<file path="src/rtl/xbar_pkg.sv">
// Shared helpers for the crossbar target-side responder.
package xbar_pkg;

    // $clog2 that never yields a zero-width field (clog2_safe(1) == 1).
    function automatic int unsigned clog2_safe(input int unsigned n);
        return (n <= 1) ? 1 : $clog2(n);
    endfunction

endpackage

</file>
<file path="src/rtl/responder_fifo.sv">
// In-order circular buffer, any depth >= 1; head data comes straight from storage flops.
// Push and pop in one cycle are both honoured, even when full; callers must never push a full FIFO without popping.
module responder_fifo
    import xbar_pkg::*;
#(
    parameter int unsigned Depth = 2,
    parameter int unsigned Width = 8,
    localparam int unsigned PtrW = clog2_safe(Depth),
    localparam int unsigned CntW = $clog2(Depth + 1)
) (
    input  logic             clk_i,
    input  logic             rst_i,
    input  logic             push_i,
    input  logic [Width-1:0] data_i,
    input  logic             pop_i,
    output logic [Width-1:0] data_o,
    output logic             full_o,
    output logic             empty_o,
    output logic [CntW-1:0]  usage_o
);

    logic [Width-1:0] mem_q [Depth];
    logic [Width-1:0] mem_d [Depth];
    logic [PtrW-1:0]  wr_ptr_q, wr_ptr_d;
    logic [PtrW-1:0]  rd_ptr_q, rd_ptr_d;
    logic [CntW-1:0]  usage_q, usage_d;
    logic             do_push, do_pop;

    function automatic logic [PtrW-1:0] ptr_inc(input logic [PtrW-1:0] p);
        return (p == PtrW'(Depth - 1)) ? '0 : p + PtrW'(1);
    endfunction

    assign empty_o = (usage_q == '0);
    assign full_o  = (usage_q == CntW'(Depth));
    assign usage_o = usage_q;
    assign data_o  = mem_q[rd_ptr_q];

    assign do_pop  = pop_i && !empty_o;
    assign do_push = push_i && (!full_o || do_pop);

    always_comb begin
        mem_d    = mem_q;
        wr_ptr_d = wr_ptr_q;
        rd_ptr_d = rd_ptr_q;
        usage_d  = usage_q;
        if (do_push) begin
            mem_d[wr_ptr_q] = data_i;
            wr_ptr_d        = ptr_inc(wr_ptr_q);
        end
        if (do_pop) begin
            rd_ptr_d = ptr_inc(rd_ptr_q);
        end
        case ({do_push, do_pop})
            2'b10:   usage_d = usage_q + CntW'(1);
            2'b01:   usage_d = usage_q - CntW'(1);
            default: usage_d = usage_q;
        endcase
    end

    always_ff @(posedge clk_i) begin
        if (rst_i) begin
            mem_q    <= '{default: '0};
            wr_ptr_q <= '0;
            rd_ptr_q <= '0;
            usage_q  <= '0;
        end else begin
            mem_q    <= mem_d;
            wr_ptr_q <= wr_ptr_d;
            rd_ptr_q <= rd_ptr_d;
            usage_q  <= usage_d;
        end
    end

    a_no_overflow: assert property (@(posedge clk_i) disable iff (rst_i)
        !(push_i && full_o && !pop_i))
        else $error("responder_fifo: push into full FIFO");

endmodule

</file>
<file path="src/rtl/xbar_target_responder.sv">
// Crossbar target endpoint: issues tagged requests to a fixed-latency bank, returns tagged read data in order.
// Response visible MemLatency+1 cycles after accept; credits stall requests so back-pressured responses are never dropped.
module xbar_target_responder
    import xbar_pkg::*;
#(
    parameter int unsigned NumIn         = 4,
    parameter int unsigned ReqDataWidth  = 32,
    parameter int unsigned RespDataWidth = 32,
    parameter int unsigned MemLatency    = 1,
    parameter int unsigned FifoDepth     = 2,
    localparam int unsigned NumInLog     = clog2_safe(NumIn)
) (
    input  logic                     clk_i,
    input  logic                     rst_i,
    input  logic                     req_valid_i,
    output logic                     req_ready_o,
    input  logic [NumInLog-1:0]      req_ini_addr_i,
    input  logic [ReqDataWidth-1:0]  req_wdata_i,
    output logic                     resp_valid_o,
    input  logic                     resp_ready_i,
    output logic [NumInLog-1:0]      resp_ini_addr_o,
    output logic [RespDataWidth-1:0] resp_rdata_o,
    output logic                     mem_req_o,
    output logic [ReqDataWidth-1:0]  mem_wdata_o,
    input  logic [RespDataWidth-1:0] mem_rdata_i
);

    localparam int unsigned CntW = $clog2(FifoDepth + 1);

    typedef logic [NumInLog-1:0]      ini_addr_t;
    typedef logic [RespDataWidth-1:0] rdata_t;
    typedef struct packed {
        ini_addr_t ini_addr;
        rdata_t    rdata;
    } resp_entry_t;
    typedef struct packed {
        logic      vld;
        ini_addr_t ini_addr;
    } tag_stage_t;

    if (FifoDepth < 1 || MemLatency < 1) begin : g_bad_params
        $fatal(1, "xbar_target_responder: FifoDepth and MemLatency must both be >= 1");
    end

    logic [CntW-1:0] outstanding_q, outstanding_d;
    tag_stage_t      tag_q [MemLatency];
    tag_stage_t      tag_d [MemLatency];
    resp_entry_t     fifo_in, fifo_out;
    logic            fifo_push, fifo_full, fifo_empty, resp_hs;
    logic [CntW-1:0] fifo_usage;

    // Credits cover both accesses still in the bank and entries parked in the FIFO.
    assign req_ready_o  = !rst_i && (outstanding_q < CntW'(FifoDepth));
    assign mem_req_o    = req_valid_i && req_ready_o;
    assign mem_wdata_o  = req_wdata_i;
    assign resp_valid_o = !fifo_empty && !rst_i;
    assign resp_hs      = resp_valid_o && resp_ready_i;

    always_comb begin
        outstanding_d = outstanding_q;
        if (mem_req_o && !resp_hs) begin
            outstanding_d = outstanding_q + CntW'(1);
        end else if (!mem_req_o && resp_hs) begin
            outstanding_d = outstanding_q - CntW'(1);
        end
    end

    always_comb begin
        tag_d[0] = '{vld: mem_req_o, ini_addr: req_ini_addr_i};
        for (int i = 1; i < int'(MemLatency); i++) begin
            tag_d[i] = tag_q[i-1];
        end
    end

    always_ff @(posedge clk_i) begin
        if (rst_i) begin
            outstanding_q <= '0;
            tag_q         <= '{default: '0};
        end else begin
            outstanding_q <= outstanding_d;
            tag_q         <= tag_d;
        end
    end

    assign fifo_push        = tag_q[MemLatency-1].vld;
    assign fifo_in.ini_addr = tag_q[MemLatency-1].ini_addr;
    assign fifo_in.rdata    = mem_rdata_i;

    responder_fifo #(
        .Depth (FifoDepth),
        .Width ($bits(resp_entry_t))
    ) u_resp_fifo (
        .clk_i   (clk_i),
        .rst_i   (rst_i),
        .push_i  (fifo_push),
        .data_i  (fifo_in),
        .pop_i   (resp_hs),
        .data_o  (fifo_out),
        .full_o  (fifo_full),
        .empty_o (fifo_empty),
        .usage_o (fifo_usage)
    );

    assign resp_ini_addr_o = fifo_out.ini_addr;
    assign resp_rdata_o    = fifo_out.rdata;

    a_credit_covers_fifo: assert property (@(posedge clk_i) disable iff (rst_i)
        (fifo_usage <= outstanding_q) && (!fifo_full || outstanding_q == CntW'(FifoDepth)))
        else $error("xbar_target_responder: credit counter out of step with FIFO");

endmodule
</file>
<file path="config.mk">
export PLATFORM = sky130hd
export DESIGN_NAME = xbar_target_responder
export DESIGN_NICKNAME = d
export VERILOG_FILES = /design/src/rtl/xbar_pkg.sv /design/src/rtl/responder_fifo.sv /design/src/rtl/xbar_target_responder.sv
export SDC_FILE = /design/constraint.sdc
export NUM_CORES = 1
export LEC_CHECK = 0
export CAP_MARGIN = 20
export CORE_ASPECT_RATIO = 1.75
export CORE_MARGIN = 4
export CORE_UTILIZATION = 41
export DETAILED_ROUTE_END_ITERATION = 8
export HOLD_SLACK_MARGIN = 0.06
export PLACE_DENSITY_LB_ADDON = 0.1
export SLEW_MARGIN = 15
export SYNTH_ARGS = -nofsm -noshare
export SYNTH_HDL_FRONTEND = slang
export SYNTH_SLANG_ARGS = --single-unit
</file>
<file path="constraint.sdc">
create_clock -name clk_i -period 2.1 [get_ports clk_i]
set_clock_uncertainty 0.15 [all_clocks]
set_input_delay 0.42 -clock clk_i [delete_from_list [all_inputs] [get_ports clk_i]]
set_output_delay 0.42 -clock clk_i [all_outputs]
set_load 0.01 [all_outputs]
</file>
==> results by group, run 1 <==
Clock tree
  – Clk sinks: 77
  – Clk Tree Root Cell: clkbuf_16
  – CTS buffer count: 9
  – Clk slew on worst S/H paths: around 60 ps
  – Hold Buf Count CTS: 0
  – Clk Latency, worst-skew pair: between 300 and 400 ps
  – Clk buf depth: 2
  – H-tree levels: 3
  – TritonCTS clock tree: yes

STA
  – Max-slew violations: 0
  – Final setup viols: 0
  – Hold Vio Cnt, Final: 0
  – Fmax: slightly below 0.5 GHz
  – Minimum clock period: roughly 2000 ps
  – Fin crit share: 0.9786
  – Tightest Pin Transition: 479.5 ps
  – Relative slew slack: 0.6803
  – Unrepaired setup endpoints after global routing: false

Power
  – Worst vdd ir: approximately 430 µV
  – Cell Int Power: 0.002931 W
  – Combinational fraction of design power: 0.160
  – Power per cell area: between 700 and 800 nW/µm²
  – Switching pwr: just over 0.0009 W
  – Leakage: 2.093 nW
  – Seq pwr share: 0.415
  – Sw frac: 0.2369
  – Clock network fraction of total power: 0.424
  – Final Power: between 0.003 and 0.004 W

Place
  – Cell Area, Placed: roughly 4600 µm²
  – Placer Congestion: ~0.7
  – DPL Wire Length: around 5400 µm
  – Buffers on Ports: between 70 and 80

Finish
  – Post-route design area: just under 5000 µm²
  – Area growth from synthesis to layout: 25.14%
  – FILL cells: 900
  – FF/Latch Area: roughly 1500 µm²
  – Diodes inserted: 0
  – Multi-input logic area: around 2000 µm²
  – NumNets Final: 496
  – Share of cells above drive strength 1: 0.2308

Synth
  – Top_reg_cell synth: dfxtp_1
  – Async set-reset flop share out of synthesis: 0
  – Synthesized cell area: 3847 µm²
  – Post-synthesis sequential area ratio: 0.4007
  – Synth warnings: 0
  – Synth Net Count: around 450
  – Post-Synthesis Cells: around 380
  – Post-synth EDFFs: 0
  – Number of distinct library cells after synthesis: 24
  – Number of synthesized register bits: 77
  – Synth Area per Inst: 10.23 µm²

Route
  – DRC: 0
  – Iter 0 DRT Violations: 105
  – Post-DR vias/cell: about 4.7
  – Drt pass-1 iters: 4
  – Routed wire length per instance: 14.57 µm
  – Vias: about 2600
  – Detail Route Antenna Nets: 0
  – WL final: between 7000 and 8000 µm

Hold path
  – Hold WC Path Type: in -> reg

GRT
  – Vias in the first global route: 2791
  – First-pass GRT wire length: 13210 µm
  – Total GRT Usage: 0.1546
  – Largest net degree at the start of global routing: 68
  – Antenna violations before repair: 0
  – Grt total ovfl: 0

Die
  – Initial Util: 0.4231
  – Top Ports: 139
  – Die area: around 11000 µm²
  – Die width: roughly 81 µm
  – Row Count: 46
  – Die Ht: ~140 µm
  – Core Region: between 9000 and 10000 µm²

Run status
  – Status: finished, final reports clean

Critical path
  – Critical Path Start Type: flop
  – Critical path type: reg -> out
  – Worst EP required: ~1500 ps
  – Crit Path Max Fanout: 13
  – Setup slack, reg-to-reg: between 300 and 400 ps
  – CP endpoint kind: output port
  – Critical path data arrival time: 1490 ps

Flow run
  – Max_cap viols: 0
## worst paths after layout
check                    startpoint                     end  cells past startpoint
max            u_resp_fifo.rd_ptr_q        resp_rdata_o[28]                      3
min                           rst_i               fifo_push                      3
max reg2reg  u_resp_fifo.usage_o[1]  u_resp_fifo.usage_o[1]                      6
min reg2reg   u_resp_fifo.mem_q[33]   u_resp_fifo.mem_q[33]                      2
## power groups by stage
stage / logic, W / registers (W) / clock network (W)
after global placement: 0.000645 / 0.00162 / 0
after detailed placement: 0.000650 / 0.00163 / 0
after floorplan: 0.000434 / 0.00161 / 0
final: 0.000616 / 0.00160 / 0.00163
after CTS: 0.000630 / 0.00159 / 0.00167
after global routing: 0.000676 / 0.00161 / 0.00173
## layer usage
| layer | vias up | wire, µm | global-route usage |
|---|---|---|---|
| met2 | 52 | 4094 | 0.2630 |
| li1 | 1303 | - | - |
| met3 | 29 | 393 | 0.03515 |
| met5 | - | 0 | 0 |
| met4 | 0 | 241 | 0.08271 |
| met1 | 1203 | 3267 | 0.1754 |
## cell type report
cell class / count / area share
repair buffers: 93 / 0.1731
well taps: 120 / 0.03119
clock buffers: 9 / 0.04678
multi-input cells: 240 / 0.4067
flip-flops and latches: 77 / 0.3212
inverters: 3 / 0.002339
clock inverters: 7 / 0.01871
## per-stage QoR
step,std cells,TNS (ps),worst slack (ps),hold slack [ps],utilization
2_1_floorplan,376,0,42.23,295.2,-
3_3_place_gp,530,-404.2,-152.0,304.5,0.5017
3_5_place_dp,530,-627.7,-217.4,311.2,0.5017
4_1_cts,549,-42.47,-42.47,297.2,0.5292
5_1_grt,549,0,1.397,333.6,0.5294
6_report,549,0,44.91,304.0,0.5294
## Yosys cell counts, types with 2 or more instances
master,count,area share
nand2b_1,103,0.17
dfxtp_1,77,0.40
mux2i_1,68,0.18
mux2_2,35,0.10
buf_4,34,0.066
clkbuf_1,15,0.015
nor2_1,6,0.0059
a21oi_1,5,0.0065
buf_2,4,0.0052
nor2b_1,4,0.0065
inv_1,3,0.0029
o21ai_0,3,0.0039
or3_1,3,0.0049
xor2_1,3,0.0068
and2_1,2,0.0033
buf_6,2,0.0059
ha_1,2,0.0065
## layout by cell type, fill, tap and decap left out, drive strengths merged
cell type and n:
nand2b 103, dfxtp 77, mux2i 68, buf 39, clkdlybuf4s50 38, mux2 35, dlygate4sd2 15, clkbuf 10
nor2 6, a21oi 5, nor2b 4, inv 3, xor2 3, o21ai 3, or3 3, clkinv 3
and2 2, ha 2, clkinvlp 2, bufinv 2, or2 1, a211oi 1, nand2 1, a21o 1
a211o 1, xnor2 1
## kinds of logic (layout without fill, tap and decap cells)
kind of cell             after synthesis  in the layout  synth area share
AND/OR/NAND/NOR                      120            120            0.1906
multiplexers                         103            103            0.2793
flip-flops                            77             77            0.4007
buffers and inverters                 59            112           0.09593
AO/OA/AOI/OAI                         11             11           0.01788
XOR/XNOR                               4              4          0.009107
adder cells (fa/ha/maj)                2              2          0.006503
## registers in the layout, indices dropped and copies added, names as in the netlist
name,cells
fifo_in,2
fifo_push,1
outstanding_q,2
u_resp_fifo.mem_q,68
u_resp_fifo.rd_ptr_q,1
u_resp_fifo.usage_o,2
u_resp_fifo.wr_ptr_q,1
## timing repair
| item | 4_1_cts | 5_1_grt |
|---|---|---|
| buffers inserted | 2 | 0 |
| resized for setup | 96 | 4 |
| setup endpoints to repair | 35 | 3 |
| cloned | 1 | 0 |
## worst max-delay path, stage by stage, from the launching register on
cell and delay, ps:
dfxtp_4 370, buf_12 150, mux2_2 360, dlygate4sd2_1 290
Note: power is estimated with default switching activity, not from simulation.
==> run 2: changes to the inputs <==
Settings changed: TNS_END_PERCENT set to 30.
==> run 2 against run 1 <==
Compared with the run above: final area is 1.9% higher; total power up 0.29%; maximum frequency decreased by 0.63%; first-iteration DRC count is 1.9% higher; sequential cell count unchanged; cell count down 0.18%; setup slack worse by 13 ps; largest power group unchanged.
==> results by group, run 2 (same netlist as run 1, synthesis figures left out) <==
Clock tree
  – Clk slew on worst S/H paths: approximately 60 ps
  – CTS buffer count: 9
  – Clk buf depth: 2
  – TritonCTS clock tree: yes
  – Clk Latency, worst-skew pair: 330 ps
  – Clk sinks: 77
  – H-tree levels: 3
  – Clk Tree Root Cell: clkbuf_16

Power
  – Leakage: between 2 and 2.5 nW
  – Worst vdd ir: about 430 µV
  – Final Power: between 0.003 and 0.004 W
  – Power per cell area: between 700 and 800 nW/µm²

Die
  – Initial Util: 0.4231
  – Die Ht: around 140 µm
  – Top Ports: ~140
  – Row Count: between 40 and 50
  – Die width: 81.23 µm
  – Die area: ~11000 µm²
  – Core Region: a little over 9000 µm²

Finish
  – Max FFs per register: just under 70
  – Area growth from synthesis to layout: 27.58%
  – Top reg by flops: u_resp_fifo.mem_q
  – Post-route design area: roughly 4900 µm²
  – Diodes inserted: 0
  – Multi-input logic area: between 1500 and 2000 µm²
  – NumNets Final: approximately 500
  – Share of cells above drive strength 1: 0.1939
  – FF/Latch Area: 1546 µm²
  – Most common cell after layout, fill and taps aside: nand2b_1
  – FILL cells: slightly below 900
  – Commonest non-fill, non-tap cells in the layout: 103 x nand2b_1, 75 x dfxtp_1, 68 x mux2i_1

Critical path
  – CP startpoint: u_resp_fifo.rd_ptr_q
  – Setup slack, reg-to-reg: 330 ps
  – CP endpoint kind: output port
  – Worst EP required: roughly 1500 ps
  – Critical path type: reg -> out
  – Crit Path Max Fanout: 13
  – Critical path data arrival time: approximately 1500 ps
  – Worst r2r src: u_resp_fifo.usage_o[1]
  – Critical Path Start Type: flop

Hold path
  – Min-delay src: rst_i
  – Hold WC Path Type: in -> reg

GRT
  – Vias in the first global route: 2811
  – First-pass GRT wire length: ~13000 µm
  – Grt total ovfl: 0
  – Antenna violations before repair: 0
  – Largest net degree at the start of global routing: just under 70
  – Total GRT Usage: 0.1550

STA
  – Tightest Pin Transition: 471.5 ps
  – Unrepaired setup endpoints after global routing: true
  – Minimum clock period: roughly 2100 ps
  – Hold Vio Cnt, Final: 0
  – Max-slew violations: 0
  – Final setup viols: 0
  – Relative slew slack: 0.6857
  – Fin crit share: 0.9849
  – Fmax: about 0.48 GHz
  – Setup TNS Final: 0 ps
  – Post-route setup slack: approximately 32 ps

Route
  – Drt pass-1 iters: 4
  – Vias: approximately 2600
  – Iter 0 DRT Violations: approximately 110
  – WL final: roughly 8000 µm
  – DRC: 0
  – Post-DR vias/cell: ~4.7
  – Detail Route Antenna Nets: 0
  – Routed wire length per instance: 14.55 µm

Place
  – Cell Area, Placed: 4562 µm²
  – DPL Wire Length: 5425 µm
  – Post-place setup slack: -217.4 ps
  – Buffers on Ports: 74
  – Placer Congestion: 0.6806

Run status
  – Status: finished, final reports clean

Flow run
  – Max_cap viols: 0
[run 2: cell types whose count changed in the layout (fill, tap and decap cells not counted), sizes merged]
cell / delta
clkbuf: +2
dlygate4sd2: -14
clkdlybuf4s15: +31
buf: -20
[run 2: report_power, final]
part	internal [W]	switching, W	total, W
Clock	0.00103	0.000593	0.00163
Sequential	0.00155	0.0000526	0.00160
Combinational	0.000366	0.000261	0.000627
[run 2: final timing paths]
path / endpoint / cells past startpoint
min: fifo_push / 3
min reg2reg: u_resp_fifo.mem_q[33] / 2
max: resp_rdata_o[28] / 3
max reg2reg: u_resp_fifo.usage_o[1] / 6
[run 2: worst max-delay path: stages (launching register included)]
cell             delay (ps)
dfxtp_4                 420
buf_12                  160
mux2_2                  360
clkdlybuf4s15_2         230
[run 2: area by class of cell]
cell class              instances  share of cell area
repair buffers                 92              0.1889
multi-input cells             240              0.3989
clock inverters                 7             0.01835
flip-flops and latches         77              0.3151
clock buffers                   9             0.04588
well taps                     120             0.03059
inverters                       3            0.002294
[run 2: per-stage QoR]
stage	std cells	util	hold slack (ps)
5_1_grt	548	0.5398	333.6
4_1_cts	548	0.5384	297.2
6_report	548	0.5398	302.7
3_3_place_gp	530	0.5017	304.5
3_5_place_dp	530	0.5017	311.2
2_1_floorplan	376	-	295.2
[run 2: per-layer routing]
| metal | track usage | wire, µm | vias to the layer above |
|---|---|---|---|
| met4 | 0.08271 | 267 | 0 |
| met2 | 0.2621 | 4056 | 51 |
| met1 | 0.1771 | 3287 | 1198 |
| met3 | 0.03581 | 362 | 30 |
| met5 | 0 | 0 | - |
| li1 | - | - | 1302 |
[run 2: timing repair]
item                                    4_1_cts  5_1_grt
hold buffers                                  0        0
pin swaps                                     0        0
cloned                                        1        0
endpoints found under the setup margin       35       24
resized for setup                            55       24
buffers inserted                              1        0
==> run 3: changes to the inputs <==
Settings changed: CORE_MARGIN 4 to unset.
Clock period 2.1 ns to 1.7 ns, I/O delays scaled along.
==> run 3 against run 2 <==
Compared with the run above: the flow now finishes with violations (setup timing); setup slack lost 230 ps; global-route usage grew 1.4 points; count of clock-buffer cells in the layout grew 5; worst hold slack gained 20 ps; utilization grew 4.0 points; die area shrank 11%; first-iteration DRC count shrank 17%; sequential share of layout area shrank 2.2 points; combinational power grew 53%; clock power grew 14%; sequential cell count is the same; total power grew 25%; critical path type unchanged; critical endpoint is now resp_rdata_o[25]; largest cell class unchanged; largest power group is now registers.
==> results by group, run 3 (same netlist as run 1, synthesis figures left out) <==
Clock tree
  – Clk buf depth: 2
  – Clk Latency, worst-skew pair: between 300 and 400 ps
  – Clk Tree Root Cell: clkbuf_16
  – H-tree levels: 3
  – Clk slew on worst S/H paths: roughly 60 ps
  – Clk sinks: 77
  – TritonCTS clock tree: yes
  – CTS buffer count: 9
  – Hold Buf Count CTS: 0

GRT
  – First-pass GRT wire length: around 12000 µm
  – Largest net degree at the start of global routing: 52
  – Vias in the first global route: between 2000 and 3000
  – Total GRT Usage: 0.1694
  – Antenna violations before repair: 0
  – Grt total ovfl: 0

Place
  – Cell Area, Placed: roughly 4600 µm²
  – DPL Wire Length: 5152 µm
  – Placer Congestion: between 0.6 and 0.7
  – Buffers on Ports: 74

Critical path
  – Worst EP required: between 1000 and 1500 ps
  – CP endpoint kind: output port
  – Slowest cell delay on critical path: about 400 ps
  – Cell mode on critical path: buf_12
  – Crit path buf inv count: 3
  – Worst path cell trace: buf_12 -> buf_12 -> mux2_4 -> buf_6
  – CP max-delay cell: dfxtp_4
  – Critical path data arrival time: approximately 1400 ps
  – Crit-path leading delay family: flip-flops
  – Critical path type: reg -> out
  – Critical Path Start Type: flop
  – Crit Path Max Fanout: 6

Power
  – Sw frac: 0.2402
  – Power per cell area: a little over 900 nW/µm²
  – Switching pwr: 0.001152 W
  – Final Power: about 0.0048 W
  – Seq pwr share: 0.412
  – Combinational fraction of design power: 0.200
  – Clock network fraction of total power: 0.388
  – Leakage: around 2.2 nW
  – Worst vdd ir: approximately 670 µV
  – Cell Int Power: approximately 0.0036 W

Route
  – Vias: ~2600
  – WL final: between 8000 and 9000 µm
  – Iter 0 DRT Violations: 89
  – Detail Route Antenna Nets: 0
  – DRC: 0
  – Post-DR vias/cell: around 4.7
  – Routed wire length per instance: 14.39 µm
  – Drt pass-1 iters: 2

STA
  – Minimum clock period: 1894 ps
  – Setup TNS Final: -5454 ps
  – Post-route setup slack: -194.3 ps
  – Tightest Pin Transition: roughly 360 ps
  – Hold Vio Cnt, Final: 0
  – Final setup viols: 36
  – Max-slew violations: 0
  – Fin crit share: 1.114
  – Fmax: about 0.53 GHz
  – Hold Slack: about 320 ps
  – Relative slew slack: 0.7594
  – Unrepaired setup endpoints after global routing: true

Finish
  – Most common cell after layout, fill and taps aside: nand2b_1
  – Post-route design area: about 5300 µm²
  – Area growth from synthesis to layout: 36.94%
  – Top reg by flops: u_resp_fifo.mem_q
  – Final Core Density: 0.5794
  – Share of cells above drive strength 1: 0.2906
  – Max FFs per register: between 60 and 70
  – NumNets Final: around 500
  – Commonest non-fill, non-tap cells in the layout: 103 x nand2b_1, 75 x dfxtp_1, 68 x mux2i_1
  – Diodes inserted: 0

Die
  – Die width: 75.23 µm
  – Initial Util: 0.4231
  – Core Region: between 9000 and 10000 µm²
  – Die Ht: around 130 µm
  – Top Ports: roughly 140
  – Die area: 9790 µm²
  – Row Count: 46

Hold path
  – Hold WC Path Type: reg -> reg

Run status
  – Status: finished, violations left
  – Failing checks: setup timing

Flow run
  – Max_cap viols: 0
run 3: layout make-up:
class / count / area (µm²)
fillers: 842 / 3825
multi-input cells: 240 / 2136
flip-flops and latches: 77 / 1546
repair buffers: 101 / 1126
clock buffers: 14 / 284.0
well taps: 120 / 150.1
clock inverters: 2 / 15.01
inverters: 3 / 11.26
run 3: metrics by stage:
stage / instances / setup slack [ps]
2_1_floorplan: 376 / -97.59
5_1_grt: 557 / -245.0
3_5_place_dp: 533 / -464.1
4_1_cts: 555 / -267.2
6_report: 557 / -194.3
3_3_place_gp: 533 / -398.5
run 3: worst min-delay path, cell delays in order (launching register included):
cell and delay, ps:
dfxtp_1 310, nand2b_1 60, mux2i_1 60
run 3: per-layer routing:
layer | GRT usage | share of wire | wire (µm) | vias to the layer above
met3 | 0.04170 | 0.041 | 331 | 14
met5 | 0 | 0 | 0 | -
li1 | - | - | - | 1322
met1 | 0.1966 | 0.41 | 3313 | 1248
met4 | 0.07516 | 0.018 | 146 | 0
met2 | 0.2888 | 0.53 | 4222 | 56
run 3: repair_timing:
item,CTS,global route
endpoints found under the setup margin,39,59
setup buffers,5,2
hold endpoints to repair,0,0
resized for setup,197,19
gates cloned,1,1
pin swaps,0,2
run 3: worst paths after layout:
kind / startpoint / endpoint / slack, ps / cells past startpoint
min reg2reg: u_resp_fifo.mem_q[8] / u_resp_fifo.mem_q[8] / 320 / 2
min: u_resp_fifo.mem_q[8] / u_resp_fifo.mem_q[8] / 320 / 2
max: u_resp_fifo.rd_ptr_q / resp_rdata_o[25] / -190 / 4
max reg2reg: u_resp_fifo.usage_o[1] / u_resp_fifo.usage_o[1] / 0 / 6
run 3: power by group through the flow:
stage | logic [W] | registers [W] | clock network, W
finish | 0.000959 | 0.00198 | 0.00186
global route | 0.00103 | 0.00199 | 0.00198
CTS | 0.000933 | 0.00197 | 0.00191
detailed placement | 0.000841 | 0.00201 | 0
global placement | 0.000830 | 0.00200 | 0
floorplan | 0.000559 | 0.00199 | 0
